### config.mk
export PLATFORM = sky130hd
export DESIGN_NAME = rob_queue
export DESIGN_NICKNAME = d
export VERILOG_FILES = /design/src/rtl/rob_queue.sv
export SDC_FILE = /design/constraint.sdc
export NUM_CORES = 1
export LEC_CHECK = 0
export BUFFER_PORTS_ARGS = -buffer_cell sky130_fd_sc_hd__clkbuf_2
export CAP_MARGIN = 20
export CELL_PAD_IN_SITES_DETAIL_PLACEMENT = 0
export CELL_PAD_IN_SITES_GLOBAL_PLACEMENT = 1
export CORE_UTILIZATION = 51
export DETAILED_ROUTE_END_ITERATION = 6
export GPL_TIMING_DRIVEN = 0
export PLACE_DENSITY_LB_ADDON = 0.3
export RECOVER_POWER = 100
export SLEW_MARGIN = 10
export SYNTH_ARGS = -nofsm -noshare
export SYNTH_HDL_FRONTEND = slang
export SYNTH_SLANG_ARGS = --single-unit
### constraint.sdc
create_clock -name clk -period 5.6 [get_ports clk]
set_clock_uncertainty 0.2 [all_clocks]
set_input_delay 0.28 -clock clk [delete_from_list [all_inputs] [get_ports clk]]
set_output_delay 0.28 -clock clk [all_outputs]
set_load 0.005 [all_outputs]
### src/rtl/rob_queue.sv
// In-order-retire reorder buffer: allocate at tail, complete out of order by tag, commit from head.
// Optional synchronous flush of all entries is compiled in with ROB_FLUSH_EN.
module rob_queue #(
    parameter int DEPTH  = 8,
    parameter int DATA_W = 32,
    parameter int REG_W  = 5,
    localparam int TAG_W = $clog2(DEPTH)
) (
    input  logic              clk,
    input  logic              rst,
    input  logic              alloc_valid,
    input  logic [REG_W-1:0]  alloc_rd,
    input  logic              alloc_regwrite,
    output logic              alloc_ready,
    output logic [TAG_W-1:0]  alloc_tag,
    input  logic              cmpl_valid,
    input  logic [TAG_W-1:0]  cmpl_tag,
    input  logic [DATA_W-1:0] cmpl_data,
    output logic              commit_valid,
    input  logic              commit_ready,
    output logic [TAG_W-1:0]  commit_tag,
    output logic [REG_W-1:0]  commit_rd,
    output logic              commit_regwrite,
    output logic [DATA_W-1:0] commit_data,
    output logic [TAG_W:0]    count,
    output logic              empty,
    output logic              full
`ifdef ROB_FLUSH_EN
    ,
    input  logic              flush
`endif
);

    logic [DEPTH-1:0]  busy;
    logic [DEPTH-1:0]  done;
    logic [DEPTH-1:0]  rw_mem;
    logic [REG_W-1:0]  rd_mem   [DEPTH];
    logic [DATA_W-1:0] data_mem [DEPTH];
    logic [TAG_W-1:0]  head;
    logic [TAG_W-1:0]  tail;
    logic [TAG_W:0]    cnt;
    logic              alloc_fire;
    logic              cmpl_fire;
    logic              commit_fire;

    assign full         = (cnt == (TAG_W+1)'(DEPTH));
    assign empty        = (cnt == '0);
    assign count        = cnt;
    assign alloc_ready  = ~full;
    assign alloc_tag    = tail;
    assign commit_tag   = head;
    assign commit_valid = busy[head] & done[head];

    assign alloc_fire  = alloc_valid & ~full;
    assign cmpl_fire   = cmpl_valid & busy[cmpl_tag] & ~done[cmpl_tag];
    assign commit_fire = commit_valid & commit_ready;

    always_comb begin
        commit_rd       = '0;
        commit_regwrite = 1'b0;
        commit_data     = '0;
        if (commit_valid) begin
            commit_rd       = rd_mem[head];
            commit_regwrite = rw_mem[head];
            commit_data     = data_mem[head];
        end
    end

    // Alloc, completion and commit never target the same entry in one cycle.
    always_ff @(posedge clk or negedge rst) begin
        if (!rst) begin
            head <= '0;
            tail <= '0;
            cnt  <= '0;
            busy <= '0;
            done <= '0;
        end
`ifdef ROB_FLUSH_EN
        else if (flush) begin
            head <= '0;
            tail <= '0;
            cnt  <= '0;
            busy <= '0;
            done <= '0;
        end
`endif
        else begin
            if (alloc_fire) begin
                busy[tail] <= 1'b1;
                done[tail] <= 1'b0;
                tail       <= tail + TAG_W'(1);
            end
            if (cmpl_fire) begin
                done[cmpl_tag] <= 1'b1;
            end
            if (commit_fire) begin
                busy[head] <= 1'b0;
                done[head] <= 1'b0;
                head       <= head + TAG_W'(1);
            end
            case ({alloc_fire, commit_fire})
                2'b10:   cnt <= cnt + (TAG_W+1)'(1);
                2'b01:   cnt <= cnt - (TAG_W+1)'(1);
                default: cnt <= cnt;
            endcase
        end
    end

    // Payload storage is not reset; it is only visible through a busy and done entry.
    always_ff @(posedge clk) begin
        if (alloc_fire) begin
            rd_mem[tail] <= alloc_rd;
            rw_mem[tail] <= alloc_regwrite;
        end
        if (cmpl_fire) begin
            data_mem[cmpl_tag] <= cmpl_data;
        end
    end

endmodule
Yosys cells after proc, flatten, opt, wreduce, memory -nomap -nowiden
Memory sizes are Yosys's and may differ from the RTL's.
Index checks and enable logic that the tools add are counted.
{"block": "totals", "register_bits": 34, "ramBits": 296, "word_cells": 70, "memories": 2}
{"memory": "data_mem", "depth": 8, "width": 32, "read_ports": 1, "rd_clocked_by_memory_dff": 0, "wr": 1, "line_no": "38", "text": "logic [DATA_W-1:0] data_mem [DEPTH];"}
{"memory": "rd_mem", "depth": 8, "width": 5, "read_ports": 1, "rd_clocked_by_memory_dff": 0, "wr": 1, "line_no": "37", "text": "logic [REG_W-1:0] rd_mem [DEPTH];"}
{"block": "classes", "add_sub_neg": 4, "n_lt_le_gt_ge": 6, "eq_ne": 3, "muxes": 30, "n_bitwise": 14, "reduce_logical": 5}
{"op": "$mux 8", "n": 5}
{"op": "$mux 32", "n": 1}
{"op": "$and 8x8->8", "n": 3}
{"op": "$not 8->8", "n": 2}
{"op": "$or 8x8->8", "n": 2}
{"op": "$bmux 1 s3", "n": 5}
{"op": "$mux 1", "n": 13}
{"op": "$lt 3x4->1 const B", "n": 3}
{"op": "$demux 1 s3", "n": 3}
{"op": "$ge 3x1->1 const B", "n": 3}
{"op": "$bwmux 8", "n": 1}
{"op": "$pmux 4 s2", "n": 1}
{"op": "$add 3x1->3 const B", "n": 2}
{"op": "$and 1x1->1", "n": 5}
{"op": "$mux 5", "n": 1}
{"op": "$add 4x1->4 const B", "n": 1}
{"op": "$eq 4x4->1 const B", "n": 1}
{"op": "$logic_not 4->1", "n": 1}
{"op": "$sub 4x1->4 const B", "n": 1}
{"op": "$logic_and 1x1->1", "n": 3}
{"op": "$eq 2x1->1 const B", "n": 1}
{"op": "$eq 2x2->1 const B", "n": 1}
{"op": "$not 1->1", "n": 2}
{"op": "$reduce_bool 2->1", "n": 1}

Longest topological paths before layout
{"block": "logic_depth", "depth_word": 11, "mapped_depth": 13, "depth_no_buf": 12}

Worst setup path after synthesis
OpenSTA, ideal clock, no wires.
{"block": "synth_path", "path_kind": "input port to flip-flop", "from": "input cmpl_tag[1]", "to": "register done[4]", "setup_ns": 0.077, "arrival_ns": 4.513, "slack_ns": 0.810, "stages": 5, "cell_sequence": "buf_2 > nor3b_1 > o21ai_0 > nor4_1 > o32a_1"}
{"block": "synth_between", "elab_chain_cells": 8, "word_cells_on_any_way": 16, "classes_between": "2 x order compare; 8 x mux; 5 x bitwise; 1 x reduce/logical"}
{"item": "start: declaration", "line_no": "17", "text": "input logic [TAG_W-1:0] cmpl_tag,"}
{"item": "$lt 3x4->1 (implied by the code) or $ge 3x1->1 (tied branches)", "line_no": "94", "text": "done[cmpl_tag] <= 1'b1;"}
{"item": "$logic_and 1x1->1 (implied by the code)", "line_no": "94"}
{"item": "$mux 1 (implied by the code)", "line_no": "94"}
{"item": "$demux 1 s3", "line_no": "94"}
{"item": "$or 8x8->8 (no line)"}
{"item": "$mux 8 (*)", "line_no": "93", "text": "if (cmpl_fire) begin"}
{"item": "$and 8x8->8 (no line)"}
{"item": "$mux 8 (*)", "line_no": "96", "text": "if (commit_fire) begin"}
{"item": "end signal: indexed assignment", "line_no": "90", "text": "done[tail] <= 1'b0;"}
{"item": "end signal: indexed assignment", "line_no": "94"}
{"item": "end signal: indexed assignment", "line_no": "98", "text": "done[head] <= 1'b0;"}
{"item": "end: declaration", "line_no": "35", "text": "logic [DEPTH-1:0] done;"}
Mark *: on every way between the ends. The rest lies on a longest branch, timed or not. The select of a mux whose other input is x is not followed.
A chain may end at the register's enable or synchronous reset.

Worst setup path in the final report
{"block": "layout_path", "from": "register done[3]", "to": "memory data_mem[1][12], enable pin"}
{"block": "layout_between", "elab_chain_cells": 6}
{"item": "start signal: assignment", "line_no": "76", "text": "done <= '0;"}
{"item": "start signal: indexed assignment", "line_no": "90"}
{"item": "start signal: indexed assignment", "line_no": "94"}
{"item": "$bmux 1 s3", "line_no": "55", "text": "assign cmpl_fire = cmpl_valid & busy[cmpl_tag] & ~done[cmpl_tag];"}
{"item": "$mux 1 (implied by the code)", "line_no": "55"}
{"item": "$not 1->1", "line_no": "55"}
{"item": "$and 1x1->1", "line_no": "55"}
{"item": "$mux 1", "line_no": "115", "text": "if (cmpl_fire) begin"}
{"item": "$mux 1 (implied by the code)", "line_no": "116", "text": "data_mem[cmpl_tag] <= cmpl_data;"}
{"item": "end: declaration", "line_no": "38"}
Every way passes these cells. The select of a mux whose other input is x is not followed.

==> run summary <==
Postcts setup bufs = 0
CP max stage delay = 1.10 ns
Syn. warnings = 0
CTS Sinks = 330
Post-Layout Cell Count = 1,317
WP depth = 6
FP Rows = 58
Critical Path End = data_mem[1][12]
Final WL = 31,170 um
Clock Root Buffer = clkbuf_16
Final hold slack = 0.1398 ns
Die footprint = 26,500 um^2
Buf/Inv on CP = 3
DR pass1 iterations = 5
Worst hold start = cmpl_valid
Antenna viol nets, final = 0
Crit path cell chain = a221oi_1 > o211ai_1 > nor3b_1 > clkbuf_1 > clkbuf_1 > clkbuf_1
Cell Area, Synth = 13,190 um^2
Fmax = 232.3 MHz
Vias in the first global route = 7,977
Slew headroom = -0.3119
CTS Buf Count = 34
Max-cap violations = 4
Final setup fails = 0
Worst slack, placed = 2.287 ns
Maximum vdd drop = 295.7 uV
Post-synthesis cell count = 768
Synth Area per Inst = 17.17 um^2
Hold-fix buffers at CTS = 41
RSZ-0062 raised after global routing = false
Post-synthesis sequential area ratio = 0.7417
Layout cells sized above 1 = 0.1733
Top post-synthesis cells by area = edfxtp_1 (69%), mux4_2 (5.8%), dfrtp_1 (4.9%)
CTS resizes = 0
Via count = 7,806
Top Ports = 98
Iter 0 DRT Violations = 799
Count of pins over their slew limit = 100
PwrDens = 497.2 nW/um^2
Filler cells = 1,947
Crit path capture type = flop
Post-synth top area cell = edfxtp_1
Hold Path Class = primary input to flop
Clock Latency Late Sink = 0.50 ns
Reg2reg setup slack = 1.30 ns
CTS Buffer Depth = 3
First-pass GRT wire length = 46,680 um
Final nets = 1,016
Final worst-path cycle share = 0.7687
CTS clock-pin slew for the worst setup and hold paths = 0.06 ns
Largest net degree at the start of global routing = 27
All-Layer GR Usage = 0.2414
Die Span X = 162.8 um
DP HPWL = 20,340 um
DRC viols = 0
Port Buffers = 97
Setup ws final = 1.295 ns
Gr ovfl total = 0
CTS tree = done
Reg2Reg Depth = 6
Accumulated negative setup slack = 0 ns
H-Tree Depth = 2
Worst R2R Start = done[3]
Final Core Density = 0.6139
CP max-delay cell = nor3b_1
Critical Path Fanout Max = 9
Crit Reg-Reg Endpoint = data_mem[1][12]
Initial Util = 0.5221
Distinct cells, synth = 47
Least-Margin Pin Slew = 1.968 ns
Top cell type's share of synthesized area = 0.6924
Status = complete, but fails checks
Failing checks = capacitance limit, slew limit
Fin area = 15,500 um^2
Crit Path Class = flop to flop
N_diodes = 0
Final Hold Viols = 0
CP delay by family, top = buffers and inverters
Syn nets = 819
Area Overhead vs Synth = 17.57%
DP Area = 14,370 um^2
Total power = 7.708 mW
Placer Congestion = 0.7873
Startpoint types = flop
Yosys reg bits = 330
Tmin final = 4.305 ns
Initial antenna violation count = 0
Worst EP arrival = 4.25 ns
LEAKAGE = 5.148 nW
Core area = 25,250 um^2
Die height = 162.8 um
CP Launch Point = done[3]
Avg WL per Cell = 23.66 um
Critical Path RT = 5.54 ns
Placed cell count = 1,217
Routed vias/inst = 5.927
Worst path most repeated cell = clkbuf_1
[cell type report]
type                       count  area (um^2)  share of cell area
clock buffer                  40        894.6             0.05771
clock inverter                18        128.9            0.008313
inverter                       6        22.52            0.001453
tap                          330        412.9             0.02663
multi-input combinational    383         3133              0.2021
buffer                        49        219.0             0.01412
sequential                   330         9779              0.6308
timing repair buffer         161        912.1             0.05884
[placed cells by master (no fill, tap or decap), drive strengths merged, types with 3 or more instances in the layout]
cell and n:
nor3b 4, o21ai 7, xnor2 3, o22ai 24, o32a 17, edfxtp 304
mux4 34, nand2b 8, or2 3, nor3 13, buf 22, clkbuf 187
o32ai 3, mux2i 25, dlygate4sd3 41, and2 3, dfrtp 26, a21oi 44
o221ai 18, inv 8, mux2 24, nor2b 6, o21a 7, nand2 52
xor2 5, a211oi 28, clkinv 13, ha 5, nor2 29
[synth_stat cells, drive strengths merged]
cell type,instances
edfxtp,304
nand2,52
a21oi,44
mux4,34
buf,29
nor2,29
a211oi,28
dfrtp,26
mux2i,25
mux2,24
o22ai,24
clkbuf,20
o221ai,18
o32a,17
nor3,13
nand2b,8
o21a,7
o21ai,7
inv,6
nor2b,6
ha,5
xor2,5
nor3b,4
and2,3
o32ai,3
or2,3
xnor2,3
a221o,2
a22oi,2
nand3,2
nand3b,2
nor4,2
o211ai,2
o311a,2
o31a,2
a221oi,1
a31oi,1
and3,1
and3b,1
o2bb2ai,1
[report_power, final]
part / internal (mW) / leakage (nW) / switching, mW
registers: 2.89 / 3.05 / 0.126
clock network: 1.19 / 0.500 / 0.897
logic: 0.984 / 1.60 / 1.62
total: 5.07 / 5.15 / 2.64
[kinds of logic after synthesis]
| kind of cell | after synthesis | synth area share |
|---|---|---|
| adders and majority gates | 5 | 0.004745 |
| AOI/OAI and AO/OA | 161 | 0.08664 |
| xor gates and xnor gates | 8 | 0.005314 |
| buffers and inverters | 55 | 0.02031 |
| and+or+nand+nor | 126 | 0.04375 |
| muxes | 83 | 0.09755 |
| DFF | 330 | 0.7417 |
[worst register-to-register path, delay by kind of cell (launching register included)]
family	cells	cell delay, ns
DFF	1	0.42
AOI/OAI and AO/OA	2	0.70
buffers and inverters	3	1.51
and+or+nand+nor	1	1.10
[layer usage]
| metal | global-route usage | wire length (um) |
|---|---|---|
| met3 | 0.04176 | 2439 |
| met1 | 0.3393 | 13300 |
| met5 | 0 | 0 |
| met4 | 0.06457 | 531 |
| met2 | 0.3917 | 14890 |
[sequential cells by signal, summed over array words and instances, names as in the netlist]
signal      flops
commit_tag      3
rw_mem          8
busy            8
rd_mem         40
count           4
alloc_tag       3
data_mem      256
done            8
[how the worst min path moves through the flow]
stage	depth (start not counted)	endpoint	slack, ns
floorplan	0	alloc_tag[0]	-0.22
global placement	1	count[0]	0.14
detailed placement	1	count[1]	0.15
CTS	3	data_mem[7][29]	0.12
global route	3	data_mem[7][29]	0.16
finish	3	data_mem[7][29]	0.14
(Power assumes the default switching activity.)
